==> src/rtl/riscv_pkg.sv <==
// Shared encodings for the multicycle controller: opcodes, FSM states,
// latched instruction classes and ALU-op codes.
package riscv_pkg;
  localparam logic [6:0] OP_R      = 7'b0110011;
  localparam logic [6:0] OP_I      = 7'b0010011;
  localparam logic [6:0] OP_LOAD   = 7'b0000011;
  localparam logic [6:0] OP_STORE  = 7'b0100011;
  localparam logic [6:0] OP_BRANCH = 7'b1100011;

  localparam logic [2:0] F3_BEQ = 3'b000;
  localparam logic [2:0] F3_BNE = 3'b001;

  localparam logic [1:0] ALU_ADD   = 2'b00;
  localparam logic [1:0] ALU_SUB   = 2'b01;
  localparam logic [1:0] ALU_FUNCT = 2'b10;

  typedef enum logic [2:0] {
    S_FETCH, S_DECODE, S_EXEC, S_MEM, S_WB, S_TRAP
  } ctrl_state_t;

  // Branch flavour is folded into the class so EXEC needs no live funct3.
  typedef enum logic [2:0] {
    C_NONE, C_R, C_I, C_LOAD, C_STORE, C_BEQ, C_BNE, C_BNOP
  } instr_class_t;

  function automatic instr_class_t decode_class(input logic [6:0] op,
                                                input logic [2:0] f3);
    instr_class_t c;
    c = C_NONE;
    case (op)
      OP_R:      c = C_R;
      OP_I:      c = C_I;
      OP_LOAD:   c = C_LOAD;
      OP_STORE:  c = C_STORE;
      OP_BRANCH: begin
        if (f3 == F3_BEQ)      c = C_BEQ;
        else if (f3 == F3_BNE) c = C_BNE;
        else                   c = C_BNOP;
      end
      default:   c = C_NONE;
    endcase
    return c;
  endfunction
endpackage

==> src/rtl/multicycle_ctrl_if.sv <==
// Shared-memory handshake between the controller and the memory port.
interface multicycle_ctrl_if;
  logic mem_req;
  logic mem_we;
  logic addr_sel;
  logic mem_ready;

  modport master (output mem_req, output mem_we, output addr_sel, input mem_ready);
  modport slave  (input mem_req, input mem_we, input addr_sel, output mem_ready);
endinterface

==> src/rtl/perf_counter.sv <==
// Free-running event counter with enable; wraps naturally at 2^W.
module perf_counter #(
  parameter int W = 32
) (
  input  logic         clk,
  input  logic         n_rst,
  input  logic         en,
  output logic [W-1:0] cnt
);
  logic [W-1:0] cnt_q, cnt_d;

  always_comb cnt_d = en ? cnt_q + {{(W-1){1'b0}}, 1'b1} : cnt_q;

  always_ff @(posedge clk or negedge n_rst) begin
    if (!n_rst) cnt_q <= '0;
    else        cnt_q <= cnt_d;
  end

  assign cnt = cnt_q;
endmodule

==> src/rtl/multicycle_ctrl.sv <==
// Multicycle RISC-V control FSM: FETCH/DECODE/EXEC/MEM/WB plus an absorbing
// TRAP for unsupported opcodes, with a retired-instruction counter.
module multicycle_ctrl
  import riscv_pkg::*;
(
  input  logic                     clk,
  input  logic                     n_rst,
  input  logic [6:0]               opcode,
  input  logic [2:0]               funct3,
  input  logic                     zero,
  multicycle_ctrl_if.master        mem,
  output logic                     ir_we,
  output logic                     pc_we,
  output logic                     pc_br,
  output logic                     alu_src,
  output logic [1:0]               alu_op,
  output logic                     reg_we,
  output logic                     mem_to_reg,
  output logic                     retire,
  output logic                     illegal,
  output logic [31:0]              retire_cnt
);
  ctrl_state_t  state_q, state_d;
  instr_class_t class_q, class_d;
  logic         mem_req, mem_we, addr_sel, rdy, is_br;

  assign rdy   = mem.mem_ready;
  assign is_br = (class_q == C_BEQ) || (class_q == C_BNE) || (class_q == C_BNOP);

  always_comb begin
    state_d = state_q;
    class_d = class_q;
    case (state_q)
      S_FETCH:  if (rdy) state_d = S_DECODE;
      S_DECODE: begin
        class_d = decode_class(opcode, funct3);
        state_d = (class_d == C_NONE) ? S_TRAP : S_EXEC;
      end
      S_EXEC: begin
        case (class_q)
          C_R, C_I:         state_d = S_WB;
          C_LOAD, C_STORE:  state_d = S_MEM;
          default:          state_d = S_FETCH;
        endcase
      end
      S_MEM:    if (rdy) state_d = (class_q == C_STORE) ? S_FETCH : S_WB;
      S_WB:     state_d = S_FETCH;
      S_TRAP:   state_d = S_TRAP;
      default:  state_d = S_FETCH;
    endcase
  end

  always_ff @(posedge clk or negedge n_rst) begin
    if (!n_rst) begin
      state_q <= S_FETCH;
      class_q <= C_NONE;
    end else begin
      state_q <= state_d;
      class_q <= class_d;
    end
  end

  // Strobes are gated by n_rst so an asserted reset silences everything
  // at once, even while the state register sits in FETCH.
  always_comb begin
    mem_req    = 1'b0;
    mem_we     = 1'b0;
    addr_sel   = 1'b0;
    ir_we      = 1'b0;
    pc_we      = 1'b0;
    pc_br      = 1'b0;
    alu_src    = 1'b0;
    alu_op     = ALU_ADD;
    reg_we     = 1'b0;
    mem_to_reg = 1'b0;
    retire     = 1'b0;
    illegal    = 1'b0;
    if (n_rst) begin
      case (state_q)
        S_FETCH: begin
          mem_req = 1'b1;
          ir_we   = rdy;
          pc_we   = rdy;
        end
        S_EXEC: begin
          case (class_q)
            C_R:             begin alu_src = 1'b0; alu_op = ALU_FUNCT; end
            C_I:             begin alu_src = 1'b1; alu_op = ALU_FUNCT; end
            C_LOAD, C_STORE: begin alu_src = 1'b1; alu_op = ALU_ADD;   end
            default:         begin alu_src = 1'b0; alu_op = ALU_SUB;   end
          endcase
          pc_br  = ((class_q == C_BEQ) && zero) || ((class_q == C_BNE) && !zero);
          retire = is_br;
        end
        S_MEM: begin
          mem_req  = 1'b1;
          addr_sel = 1'b1;
          mem_we   = (class_q == C_STORE);
          retire   = rdy && (class_q == C_STORE);
        end
        S_WB: begin
          reg_we     = 1'b1;
          mem_to_reg = (class_q == C_LOAD);
          retire     = 1'b1;
        end
        S_TRAP:  illegal = 1'b1;
        default: ;
      endcase
    end
  end

  assign mem.mem_req  = mem_req;
  assign mem.mem_we   = mem_we;
  assign mem.addr_sel = addr_sel;

  perf_counter #(.W(32)) u_cnt (
    .clk   (clk),
    .n_rst (n_rst),
    .en    (retire),
    .cnt   (retire_cnt)
  );
endmodule

==> src/flat_wrapper.sv <==
// flat-port wrapper written by rule: the top's interface ports become plain ports
module multicycle_ctrl_flat import riscv_pkg::*;
  (clk, n_rst, opcode, funct3, zero, ir_we, pc_we, pc_br, alu_src, alu_op, reg_we, mem_to_reg, retire, illegal, retire_cnt, mem_mem_req, mem_mem_we, mem_addr_sel, mem_mem_ready);
  multicycle_ctrl_if mem_i ();
  input  logic clk;
  input  logic n_rst;
  input  logic [6:0] opcode;
  input  logic [2:0] funct3;
  input  logic zero;
  output logic ir_we;
  output logic pc_we;
  output logic pc_br;
  output logic alu_src;
  output logic [1:0] alu_op;
  output logic reg_we;
  output logic mem_to_reg;
  output logic retire;
  output logic illegal;
  output logic [31:0] retire_cnt;
  output wire logic [$bits(mem_i.mem_req)-1:0] mem_mem_req;
  output wire logic [$bits(mem_i.mem_we)-1:0] mem_mem_we;
  output wire logic [$bits(mem_i.addr_sel)-1:0] mem_addr_sel;
  input wire logic [$bits(mem_i.mem_ready)-1:0] mem_mem_ready;
  assign mem_mem_req = mem_i.mem_req;
  assign mem_mem_we = mem_i.mem_we;
  assign mem_addr_sel = mem_i.addr_sel;
  assign mem_i.mem_ready = mem_mem_ready;
  multicycle_ctrl u_core (.clk(clk), .n_rst(n_rst), .opcode(opcode), .funct3(funct3), .zero(zero), .mem(mem_i), .ir_we(ir_we), .pc_we(pc_we), .pc_br(pc_br), .alu_src(alu_src), .alu_op(alu_op), .reg_we(reg_we), .mem_to_reg(mem_to_reg), .retire(retire), .illegal(illegal), .retire_cnt(retire_cnt));
endmodule
==> config.mk <==
export PLATFORM = sky130hd
export DESIGN_NAME = multicycle_ctrl_flat
export DESIGN_NICKNAME = d
export VERILOG_FILES = /design/src/rtl/riscv_pkg.sv /design/src/rtl/multicycle_ctrl_if.sv /design/src/rtl/perf_counter.sv /design/src/rtl/multicycle_ctrl.sv /design/src/flat_wrapper.sv
export SDC_FILE = /design/constraint.sdc
export NUM_CORES = 1
export LEC_CHECK = 0
export ABC_AREA = 1
export CAP_MARGIN = 15
export CORE_MARGIN = 1.5
export CORE_UTILIZATION = 50
export DETAILED_ROUTE_END_ITERATION = 7
export GPL_ROUTABILITY_DRIVEN = 0
export PLACE_DENSITY = 0.87
export SETUP_SLACK_MARGIN = 0.2
export SLEW_MARGIN = 30
export SYNTH_ARGS = -nofsm -noshare
export SYNTH_HDL_FRONTEND = slang
export SYNTH_SLANG_ARGS = --single-unit
==> constraint.sdc <==
create_clock -name clk -period 2.1 [get_ports clk]
set_input_delay 0.315 -clock clk [delete_from_list [all_inputs] [get_ports clk]]
set_output_delay 0.315 -clock clk [all_outputs]
set_load 0.005 [all_outputs]
==> Word-level counts from Yosys, hierarchy flattened <==
Cells that the tools add are included.
{ "word_totals": {"ff_bits": 38, "latch_bits": 0, "ram_bits": 0, "romBits": 0, "in_bits": 14, "out_inout_bits": 45, "word_cells": 73, "mem_count": 0} }
{ "classes": {"n_addsub": 1, "multipliers": 0, "div_mod_pow": 0, "n_lt_le_gt_ge": 0, "n_eq_ne": 20, "n_shift": 0, "n_mux": 34, "n_bitwise": 0, "n_reduce_logical": 15} }
{ "ops": {"columns": ["op", "n"], "rows": [
  ["$add A32 B1 Y32 const B", 1],
  ["$pmux W3 S5", 2],
  ["$mux W1", 21],
  ["$eq A3 B3 Y1 const B", 6],
  ["$mux W3", 6],
  ["$eq A7 B6 Y1 const B", 2],
  ["$eq A3 B2 Y1 const B", 4],
  ["$eq A3 B1 Y1 const B", 3],
  ["$logic_not A3 Y1", 3],
  ["$eq A7 B2 Y1 const B", 1],
  ["$eq A7 B5 Y1 const B", 1],
  ["$eq A7 B7 Y1 const B", 1],
  ["$pmux W3 S2", 1],
  ["$reduce_or A2 Y1", 3],
  ["$mux W2", 2],
  ["$ne A2 B2 Y1 const B", 2],
  ["$pmux W2 S2", 1],
  ["$logic_and A1 B1 Y1", 3],
  ["$logic_or A1 B1 Y1", 3],
  ["$pmux W1 S3", 1],
  ["$reduce_or A3 Y1", 1],
  ["$reduce_and A2 Y1", 1],
  ["$logic_not A1 Y1", 1]
]} }

==> Longest topological paths before layout <==
Gate-level depths: netlist (run 1).
{ "logic_depth": {"word_depth": 8, "depth_mapped": 10, "mapped_depth_nobuf": 10} }

==> Cells and area by module <==
Synthesis (run 1) repeated with hierarchy kept, for this count alone.
{ "hier_totals": {"hier_cells": 332, "area_unflattened_um2": 2349.8} }
{ "modules_own_cells": {"columns": ["mod", "n_inst", "cells_each", "area_each_um2", "seq_area_each_um2"], "rows": [
  ["perf_counter", 1, 229, 1761.7, 800.8],
  ["multicycle_ctrl", 1, 103, 588.1, 150.1]
]} }

==> Worst setup path after synthesis (run 1) <==
No wires, ideal clock.
{ "synth_timing": {"kind": "flip-flop to flip-flop", "startpoint": "register u_core.u_cnt.cnt_q[0], in the netlist u_core.u_cnt.cnt[0]", "endpoint": "register u_core.u_cnt.cnt_q[26], in the netlist u_core.u_cnt.cnt[26]", "setup_time_ns": 0.116, "t_arrival_ns": 1.446, "t_required_ns": 1.984, "path_slack_ns": 0.538, "path_stages_with_launch": 11, "n_path_buf": 0, "synth_period_minus_slack_ns": 1.562, "cell_sequence": "dfrtp_1 ha_1 inv_1 nor2_4 nand2_1 nor2_1 nand2_1 nand2_1 nand2_1 nand2_1 nand2_1"} }
{ "synth_between": {"elab_chain_cells": 1} }
{ "synth_lines": {"columns": ["item", "line", "text"], "rows": [
  ["from (decl)", "perf_counter.sv:10", "logic [W-1:0] cnt_q, cnt_d;"],
  ["from (signal assigned)", "perf_counter.sv:16", "else cnt_q <= cnt_d;"],
  ["$add A32 B1 Y32", "perf_counter.sv:12", "always_comb cnt_d = en ? cnt_q + {{(W-1){1'b0}}, 1'b1} : cnt_q;"]
]} }
Every way passes these cells.
A chain may end at the register's enable or synchronous reset.

==> Final worst setup path (run 1) <==
{ "layout_timing": {"startpoint": "register u_core.class_q[1]", "endpoint": "output port retire"} }
{ "layout_between": {"elab_chain_cells": 5, "elab_cells_between_ends": 9, "cone_classes": "eq/ne (4); mux (2); reduce/logical (3)"} }
{ "layout_lines": {"columns": ["item", "line", "text"], "rows": [
  ["from (decl)", "multicycle_ctrl.sv:24", "instr_class_t class_q, class_d;"],
  ["from (signal assigned)", "multicycle_ctrl.sv:59", "class_q <= class_d;"],
  ["$eq A3 B3 Y1", "multicycle_ctrl.sv:28", "assign is_br = (class_q == C_BEQ) || (class_q == C_BNE) || (class_q == C_BNOP);"],
  ["$logic_or A1 B1 Y1 (2 in a row)", "multicycle_ctrl.sv:28", null],
  ["$pmux W1 S3 *", "multicycle_ctrl.sv:79", "case (state_q)"],
  ["$mux W1 *", "multicycle_ctrl.sv:78", "if (n_rst) begin"],
  ["to (decl)", "flat_wrapper.sv:17", "output logic retire;"]
]} }
Mark *: on every way between the ends. The rest lies on a longest branch, timed or not.

==> run summary, run 1 <==
========================================================================================
Std-Cell Rows                                                                         27
Number of DRC violations after detailed-routing iteration 0                          271
Ratio of routed vias to standard cells                                             5.351
Endpoint type of the worst setup path                                        output port
Number of distinct library cells after synthesis                                      27
Pin slew with the least headroom to its limit                                   383.1 ps
Mean instance size in the synthesized netlist                                  6.369 µm²
Initial antenna violation count                                                        0
RSZ-0062 raised after global routing                                                 yes
Yosys reg bits                                                                        38
Wire length of the first global-routing pass                                    13.28 mm
Number of slew-limit violations in the final report                                    0
Worst Setup Path Type                                                         reg -> out
Number of iterations in the first detailed-routing pass                                5
Initial cell density of the core                                                  51.44%
Nets                                                                                 538
Largest clock skew in the final design                                          10.74 ps
Most frequent standard cell in the layout excluding fill and tap cells      sky130_fd_sc_hd__nand2_1
Warning count from the yosys run                                                       0
Hold Fails Final Rpt                                                                   0
Placed instance count                                                                571
Antenna Nets Post-Route                                                                0
Final setup viols                                                                      0
Commonest cells after routing, fill and taps aside                          192 x sky130_fd_sc_hd__nand2_1, 55 x sky130_fd_sc_hd__nor2_1, 45 x sky130_fd_sc_hd__clkdlybuf4s50_1
Num CTS Buffers                                                                        5
Count of mapped cells out of synthesis                                               442
Worst vdd ir                                                                   0.4763 mV
Kind of path behind the tightest hold check                                  in -> async
Final-layout worst hold slack                                                   41.72 ps
WL/cell                                                                         13.95 µm
Area Overhead vs Synth                                                            33.38%
Antenna diodes                                                                         0
Layout Cells excl Fill                                                               596
PnR Total Power                                                               0.002308 W
CTS Buffer Depth                                                                       2
Post-Synthesis Net Count                                                             457
Input/output buffers                                                                  58
Critical Path RT                                                                 1780 ps
Worst-path maximum fanout                                                              3
Clk Latency, worst-skew pair                                                      300 ps
Post-route clock period utilization                                               93.70%
TritonCTS clock tree                                                                 yes
Cell leakage power                                                              1.808 nW
Die extent in x                                                                 78.04 µm
Final routed DRC violation total                                                       0
Setup total negative slack                                                          0 ps
Clock Sink Count                                                                      38
Clk slew on worst S/H paths                                                        80 ps
Number of ports placed on the die boundary                                            59
Signal arrival time at the worst endpoint                                        1650 ps
Fraction of the yosys area taken by sequential cells                              33.78%
Post-synthesis cell area                                                        2815 µm²
Die span in y                                                                   78.04 µm
Total half-perimeter wirelength after legalization and detailed placement       5.547 mm
Vias post-DR                                                                        3189
Tot GR Track Use                                                                  27.38%
Via count of the first global-routing pass                                          3058
Remaining Overflow, GRT                                                                0
Status                                                                      finished, final reports clean
Upper clock frequency limit                                                    508.2 MHz
Min Clock Period, post-route                                                     1968 ps
Rel. slew slack                                                                   74.46%
Critical path startpoint category                                               register
Fraction of layout cells with a size suffix above 1                               14.31%
Die Footprint                                                                   6089 µm²
Max-cap viol count                                                                     0
Routed WL                                                                       8.313 mm
Maximum number of pins on one net before global-route repair                          36
Clock Root Buffer                                                           sky130_fd_sc_hd__clkbuf_8
H-tree lvl count                                                                       2
PwrDens                                                                     614.7 nW/µm²
Core Region                                                                     5473 µm²
========================================================================================
-- metrics by stage --
stage	util, %	setup WS [ps]	area (µm²)
after floorplan	-	538.0	2815
after global placement	63.15	151.8	3456
after detailed placement	63.15	135.1	3456
after CTS	67.06	111.6	3670
after global routing	68.61	107.6	3755
final	68.61	132.3	3755
-- final timing paths --
kind	depth (start not counted)	slack (ps)	startpoint	endpoint
setup / recovery	6	130	u_core.class_q[1]	retire
hold / removal	2	40	n_rst	u_core.u_cnt.cnt[0]
setup reg to reg	10	360	u_core.u_cnt.cnt[1]	u_core.u_cnt.cnt[26]
hold reg to reg	2	570	u_core.u_cnt.cnt[31]	u_core.u_cnt.cnt[31]
max in group asynchronous	2	1430	n_rst	u_core.state_q[1]
min in group clk	2	570	u_core.u_cnt.cnt[31]	u_core.u_cnt.cnt[31]
-- sequential cells by signal, indices dropped and copies added, names as in the netlist --
signal / count
u_core.u_cnt.cnt: 32
u_core.class_q: 3
u_core.state_q: 3
-- per-layer routing --
layer | GRT usage (%) | routed length, µm | share of wire (%)
met1 | 33.58 | 3392 | 41
met4 | 13.21 | 325 | 3.9
met5 | 0 | 0 | 0
met2 | 46.87 | 4008 | 48
met3 | 4.302 | 586 | 7.0
-- cells by family (layout without fill, tap and decap cells) --
logic type / count (synthesis) / after routing / share of synthesized area, %
AND/OR/NAND/NOR: 319 / 319 / 49.02
XOR/XNOR: 15 / 15 / 4.667
AO/OA/AOI/OAI: 14 / 14 / 2.800
flip-flops: 38 / 38 / 33.78
buffers and inverters: 55 / 137 / 9.289
adder cells (fa/ha/maj): 1 / 1 / 0.4444
-- cells in the mapped netlist --
cell type | n | area share [%]
sky130_fd_sc_hd__nand2_1 | 193 | 26
sky130_fd_sc_hd__nor2_1 | 59 | 7.9
sky130_fd_sc_hd__inv_1 | 45 | 6.0
sky130_fd_sc_hd__nand3_1 | 43 | 7.6
sky130_fd_sc_hd__dfrtp_1 | 38 | 34
sky130_fd_sc_hd__xor2_1 | 13 | 4.0
sky130_fd_sc_hd__nand3_2 | 11 | 3.9
sky130_fd_sc_hd__o21ai_0 | 7 | 1.2
sky130_fd_sc_hd__buf_6 | 6 | 2.4
sky130_fd_sc_hd__a21oi_1 | 4 | 0.71
sky130_fd_sc_hd__nor3_1 | 4 | 0.71
sky130_fd_sc_hd__buf_2 | 2 | 0.36
sky130_fd_sc_hd__buf_4 | 2 | 0.53
sky130_fd_sc_hd__xnor2_1 | 2 | 0.62
sky130_fd_sc_hd__ha_1 | 1 | 0.44
sky130_fd_sc_hd__nand2_2 | 1 | 0.22
sky130_fd_sc_hd__nand2_4 | 1 | 0.40
sky130_fd_sc_hd__nand3_4 | 1 | 0.62
sky130_fd_sc_hd__nand4_1 | 1 | 0.22
sky130_fd_sc_hd__nor2_2 | 1 | 0.22
sky130_fd_sc_hd__nor2_4 | 1 | 0.40
sky130_fd_sc_hd__nor3_4 | 1 | 0.58
sky130_fd_sc_hd__nor3b_1 | 1 | 0.27
sky130_fd_sc_hd__o211ai_1 | 1 | 0.27
sky130_fd_sc_hd__o21ai_2 | 1 | 0.31
sky130_fd_sc_hd__o31ai_1 | 1 | 0.27
sky130_fd_sc_hd__or2_2 | 1 | 0.22
-- critical path, cell delays in order (launching register included) --
cell and delay, ps:
sky130_fd_sc_hd__dfrtp_1 430, sky130_fd_sc_hd__buf_4 170, sky130_fd_sc_hd__o21ai_2 170, sky130_fd_sc_hd__nor2_1 80
sky130_fd_sc_hd__o21ai_2 170, sky130_fd_sc_hd__nand2_4 80, sky130_fd_sc_hd__dlygate4sd2_1 260
-- timing repair --
item                                    4_1_cts  5_1_grt
gates resized for setup                      24       17
hold endpoints to repair                      2        0
hold buffers                                  1        0
gates cloned                                  0        0
pin swaps                                     5        3
setup buffers                                11        5
endpoints found under the setup margin       12       20
-- cell type report --
class	instances	area, µm²
Sequential cell	38	953.4
Tap cell	72	90.09
Inverter	45	171.4
Clock buffer	7	86.33
Clock inverter	1	5.005
Fill cell	456	1718
Timing Repair Buffer	84	770.7
Multi-Input combinational cell	349	1678
-- power breakdown --
| group | switching (W) | internal, W | total (W) |
|---|---|---|---|
| clock network | 0.000259 | 0.000265 | 0.000524 |
| logic | 0.000489 | 0.000385 | 0.000874 |
| registers | 0.000103 | 0.000808 | 0.000910 |
| total | 0.000851 | 0.00146 | 0.00231 |
(Power assumes the default switching activity.)
==> run 2: changes to the inputs <==
--- a/config.mk
+++ b/config.mk
@@ -10,7 +10,6 @@
 export CORE_MARGIN = 1.5
 export CORE_UTILIZATION = 50
 export DETAILED_ROUTE_END_ITERATION = 7
-export GPL_ROUTABILITY_DRIVEN = 0
 export PLACE_DENSITY = 0.87
 export SETUP_SLACK_MARGIN = 0.2
 export SLEW_MARGIN = 30
==> run summary, run 2 (synthesized netlist as in run 1, its figures left out) <==
========================================================================================
Critical-path top delay cell                                                sky130_fd_sc_hd__clkdlybuf4s50_1
Vias post-DR                                                                        3038
Clk Latency, worst-skew pair                                                      300 ps
Max-cap viol count                                                                     0
Clock Root Buffer                                                           sky130_fd_sc_hd__clkbuf_8
Routed WL                                                                       7.864 mm
Post-route clock period utilization                                               98.40%
Minimum setup slack after placement                                             116.5 ps
Final setup viols                                                                      0
Flip-flop count of the largest register after layout                                  32
Number of cells on the worst reg-to-reg path                                           8
Sequential share of power                                                          41.6%
Finished layout cell area                                                       3690 µm²
Total half-perimeter wirelength after legalization and detailed placement       5.664 mm
Initial antenna violation count                                                        0
RSZ-0062 raised after global routing                                                 yes
Cell leakage power                                                              1.790 nW
Remaining Overflow, GRT                                                                0
CTS Buffer Depth                                                                       2
Worst Setup Path Type                                                         reg -> out
Post-route setup slack                                                          33.63 ps
Std-Cell Rows                                                                         27
Clk slew on worst S/H paths                                                        80 ps
Upper clock frequency limit                                                    483.9 MHz
WL/cell                                                                         13.35 µm
Input/output buffers                                                                  58
Num CTS Buffers                                                                        5
Largest clock skew in the final design                                          9.937 ps
Most frequent standard cell in the layout excluding fill and tap cells      sky130_fd_sc_hd__nand2_1
Min Clock Period, post-route                                                     2066 ps
Part of the total power dissipated in combinational logic                          36.4%
Critical path's largest stage delay                                               540 ps
H-tree lvl count                                                                       2
Kind of path behind the tightest hold check                                  in -> async
Status                                                                      finished, final reports clean
Number of ports placed on the die boundary                                            59
Wire length of the first global-routing pass                                    12.69 mm
Path length in cells of the critical path                                              4
Final routed DRC violation total                                                       0
Hold Fails Final Rpt                                                                   0
Ratio of routed vias to standard cells                                             5.158
PwrDens                                                                     594.5 nW/µm²
Switch share                                                                      36.62%
Part of the power in the clock network                                             22.0%
Worst setup startpoint                                                      u_core.state_q[1]
RD Place Congestion                                                               0.9663
Commonest cells after routing, fill and taps aside                          192 x sky130_fd_sc_hd__nand2_1, 55 x sky130_fd_sc_hd__nor2_1, 46 x sky130_fd_sc_hd__clkdlybuf4s50_1
Crit Reg-Reg Startpoint                                                     u_core.state_q[2]
Setup total negative slack                                                          0 ps
CP top delay family                                                         buffers and inverters
List of cells traversed by the critical path                                inv_1 -> nand3_2 -> a21oi_2 -> clkdlybuf4s50_1
Tot GR Track Use                                                                  26.23%
Worst path buffer plus inverter count                                                  2
Worst vdd ir                                                                   0.4757 mV
Initial cell density of the core                                                  51.44%
Worst-path maximum fanout                                                              5
Signal arrival time at the worst endpoint                                        1750 ps
Internal power summed over all cells                                          0.001390 W
Number of slew-limit violations in the final report                                    0
Reported net switching power                                                 0.0008033 W
Antenna Nets Post-Route                                                                0
Die extent in x                                                                 78.04 µm
Die span in y                                                                   78.04 µm
Maximum number of pins on one net before global-route repair                          36
Number of iterations in the first detailed-routing pass                                4
Die Footprint                                                                   6089 µm²
TritonCTS clock tree                                                                 yes
Post-placement cell area                                                        3456 µm²
Core Region                                                                     5473 µm²
Antenna diodes                                                                         0
Endpoint of the worst-slack reg-to-reg timing path                          u_core.u_cnt.cnt[3]
Nets                                                                                 532
Pin slew with the least headroom to its limit                                   373.2 ps
Clock Sink Count                                                                      38
Register-to-register path setup slack                                             330 ps
Via count of the first global-routing pass                                          2799
Final-layout worst hold slack                                                   32.59 ps
CP Capture Point                                                             mem_mem_req
Number of DRC violations after detailed-routing iteration 0                          232
Fraction of layout cells with a size suffix above 1                               12.38%
Area Overhead vs Synth                                                            31.07%
Endpoint type of the worst setup path                                        output port
Rel. slew slack                                                                   75.12%
Critical path startpoint category                                               register
Critical Path RT                                                                 1780 ps
========================================================================================
## run 2: final cells by class
cell class,count,area [µm²]
tap,72,90.09
timing repair buffer,78,738.2
inverter,45,168.9
clock buffer,7,76.32
fill,501,1783
multi-input combinational,349,1662
sequential,38,954.7
## run 2: power groups by stage
| stage | Clock (W) | Combinational, W | Sequential [W] |
|---|---|---|---|
| 6_report | 0.000483 | 0.000798 | 0.000912 |
| 5_1_grt | 0.000518 | 0.000869 | 0.000924 |
| 4_1_cts | 0.000489 | 0.000730 | 0.000898 |
| 3_5_place_dp | 0 | 0.000689 | 0.000913 |
| 3_3_place_gp | 0 | 0.000668 | 0.000907 |
| 2_1_floorplan | 0 | 0.000415 | 0.000906 |
## run 2: worst register-to-register path: cells and delay by family (launching register included)
kind                   cells  cell delay, ps
flip-flops                 1             400
AO/OA/AOI/OAI              1             150
buffers and inverters      3             640
AND/OR/NAND/NOR            4             450
## run 2: worst min-delay path by stage
stage / startpoint / end
3_3_place_gp: n_rst / u_core.state_q[2]
4_1_cts: n_rst / u_core.u_cnt.cnt[0]
2_1_floorplan: n_rst / u_core.class_q[0]
5_1_grt: n_rst / u_core.state_q[0]
3_5_place_dp: n_rst / u_core.state_q[1]
6_report: n_rst / u_core.state_q[0]
## run 2: what timing repair did
| action | 4_1_cts | 5_1_grt |
|---|---|---|
| hold buffers | 1 | 0 |
| gates resized for setup | 16 | 19 |
| hold endpoints to repair | 2 | 0 |
| cloned | 0 | 0 |
| buffers inserted | 3 | 7 |
| setup endpoints to repair | 13 | 13 |
| pin swaps | 4 | 5 |
## run 2: routing by layer
metal / track usage, % / share of wire, % / up-vias / routed length [µm]
met5: 0 / 0 / - / 0
met4: 9.107 / 2.1 / 0 / 163
met3: 4.535 / 6.8 / 16 / 531
li1: - / - / 1516 / -
met1: 33.14 / 42 / 1396 / 3332
met2: 45.22 / 49 / 110 / 3836
## run 2: through the flow
step / total power, W / std cells / utilization [%]
after floorplan: 0.001321 / 442 / -
after global routing: 0.002311 / 589 / 67.42
after detailed placement: 0.001603 / 571 / 63.15
after CTS: 0.002117 / 582 / 65.46
final: 0.002194 / 589 / 67.42
after global placement: 0.001575 / 571 / 63.15
==> run 3: changes to the inputs <==
==> constraint.sdc (replaced) <==
create_clock -name clk -period 2.2 [get_ports clk]
set_input_delay 0.33 -clock clk [delete_from_list [all_inputs] [get_ports clk]]
set_output_delay 0.33 -clock clk [all_outputs]
set_load 0.005 [all_outputs]
==> run summary, run 3 (synthesized netlist as in run 1, its figures left out) <==
========================================================================================
Min Clock Period, post-route                                                     2085 ps
Internal power summed over all cells                                          0.001405 W
Most frequent standard cell in the layout excluding fill and tap cells      sky130_fd_sc_hd__nand2_1
Footprint of the flip-flops and latches                                        953.4 µm²
Minimum setup slack after placement                                             83.63 ps
PwrDens                                                                     586.7 nW/µm²
Critical path startpoint category                                               register
Post-route setup slack                                                          115.4 ps
Layout Cells excl Fill                                                               595
Antenna Nets Post-Route                                                                0
Endpoint type of the worst setup path                                        output port
Hold Fails Final Rpt                                                                   0
Number of iterations in the first detailed-routing pass                                4
Routed WL                                                                       7.838 mm
RD Place Congestion                                                               0.9443
Wire length of the first global-routing pass                                    13.21 mm
Maximum number of pins on one net before global-route repair                          36
Flip-flop count of the largest register after layout                                  32
Part of the total power dissipated in combinational logic                          38.1%
Pin slew with the least headroom to its limit                                   387.8 ps
H-tree lvl count                                                                       2
Die span in y                                                                   78.04 µm
Number of ports placed on the die boundary                                            59
Worst vdd ir                                                                   0.4439 mV
Post-route clock period utilization                                               94.75%
Clk Latency, worst-skew pair                                                      290 ps
Vias post-DR                                                                        3079
RSZ-0062 raised after global routing                                                 yes
Tot GR Track Use                                                                  27.06%
Remaining Overflow, GRT                                                                0
Signal arrival time at the worst endpoint                                        1750 ps
Critical Path RT                                                                 1870 ps
Area of the multi-input gates                                                   1650 µm²
Std-Cell Rows                                                                         27
Met1 layer usage reported by global route                                         36.17%
Upper clock frequency limit                                                    479.7 MHz
Switch share                                                                      35.63%
Clock Root Buffer                                                           sky130_fd_sc_hd__clkbuf_8
Fraction of layout cells with a size suffix above 1                               12.62%
Final routed DRC violation total                                                       0
Clk slew on worst S/H paths                                                        80 ps
Met3 track demand over resource                                                   3.721%
Part of the power in the clock network                                             23.1%
Rel. slew slack                                                                   74.15%
Setup total negative slack                                                          0 ps
Ratio of routed vias to standard cells                                             5.175
Core Region                                                                     5473 µm²
Nets                                                                                 537
Input/output buffers                                                                  58
Placed instance count                                                                570
Global routing usage on met2                                                      46.26%
Endpoint of the worst-slack reg-to-reg timing path                          u_core.u_cnt.cnt[18]
Final-layout worst hold slack                                                   44.43 ps
Die Footprint                                                                   6089 µm²
Crit Reg-Reg Startpoint                                                     u_core.state_q[2]
Status                                                                      finished, final reports clean
Final setup viols                                                                      0
Via count of the first global-routing pass                                          2917
Worst setup startpoint                                                      u_core.state_q[0]
Initial antenna violation count                                                        0
Number of cells on the worst reg-to-reg path                                          10
Max-cap viol count                                                                     0
Clock Sink Count                                                                      38
TritonCTS clock tree                                                                 yes
Register-to-register path setup slack                                             340 ps
Die extent in x                                                                 78.04 µm
Initial cell density of the core                                                  51.44%
Reported net switching power                                                 0.0007776 W
Number of DRC violations after detailed-routing iteration 0                          248
Antenna diodes                                                                         0
Total half-perimeter wirelength after legalization and detailed placement       5.675 mm
Worst-path maximum fanout                                                              3
Sequential share of power                                                          38.8%
WL/cell                                                                         13.17 µm
Top Usage Layer GRT                                                                 met2
Cell leakage power                                                              1.806 nW
Worst Setup Path Type                                                         reg -> out
Commonest cells after routing, fill and taps aside                          192 x sky130_fd_sc_hd__nand2_1, 59 x sky130_fd_sc_hd__nor2_1, 47 x sky130_fd_sc_hd__clkdlybuf4s50_1
CTS Buffer Depth                                                                       2
Largest clock skew in the final design                                          5.595 ps
Fraction of the core area covered by cells at the end of the flow                 67.97%
Num CTS Buffers                                                                        5
Area Overhead vs Synth                                                            32.13%
Number of slew-limit violations in the final report                                    0
Filler cells                                                                         506
Kind of path behind the tightest hold check                                  in -> async
========================================================================================
-- run 3: changes by cell type in the layout (fill, tap and decap cells not counted), sizes merged --
cell | previous run | this run
buf | 20 | 25
clkbuf | 7 | 8
clkdlybuf4s50 | 46 | 47
clkinv | 0 | 1
dlygate4sd2 | 5 | 4
dlymetal6s2s | 5 | 4
-- run 3: stage by stage --
stage	instance area (µm²)	total power (W)
final	3720	0.002182
after global routing	3720	0.002311
after CTS	3670	0.002129
after detailed placement	3448	0.001530
after global placement	3448	0.001509
after floorplan	2815	0.001261
-- run 3: routing by layer --
metal,vias up,part of all wire [%]
met4,0,1.1
li1,1530,-
met2,131,49
met1,1409,44
met5,-,0
met3,9,6.5
-- run 3: how the worst max path moves through the flow --
stage	endpoint	slack [ps]	cells after the start
CTS	alu_op[0]	70	5
global placement	pc_br	220	5
finish	alu_op[0]	120	6
floorplan	u_core.u_cnt.cnt[26]	640	10
global route	alu_op[0]	30	6
detailed placement	pc_we	80	4
-- run 3: power by group through the flow --
stage	Combinational, W	Clock (W)	Sequential (W)
6_report	0.000832	0.000504	0.000847
5_1_grt	0.000910	0.000539	0.000862
4_1_cts	0.000767	0.000508	0.000854
3_5_place_dp	0.000663	0	0.000867
3_3_place_gp	0.000646	0	0.000863
2_1_floorplan	0.000396	0	0.000865
-- run 3: timing repair --
action	in CTS	in global routing
hold buffers	1	0
resized for setup	20	10
endpoints found under the hold margin	2	0
gates cloned	0	0
setup buffers	11	5
setup endpoints to repair	11	8
pin swaps	5	4
-- run 3: final cells by class --
cell class / instances / share of cell area [%]
multi-input combinational: 349 / 44.37
sequential: 38 / 25.63
timing repair buffer: 83 / 20.59
inverter: 45 / 4.541
tap: 72 / 2.422
clock buffer: 7 / 2.321
clock inverter: 1 / 0.1345
-- run 3: critical path, cell delays in order (launching register included) --
cell and delay (ps):
sky130_fd_sc_hd__dfrtp_1 380, sky130_fd_sc_hd__inv_1 100, sky130_fd_sc_hd__nand3_1 110, sky130_fd_sc_hd__inv_2 90
sky130_fd_sc_hd__nand2_2 90, sky130_fd_sc_hd__nor3_2 170, sky130_fd_sc_hd__clkdlybuf4s50_1 520
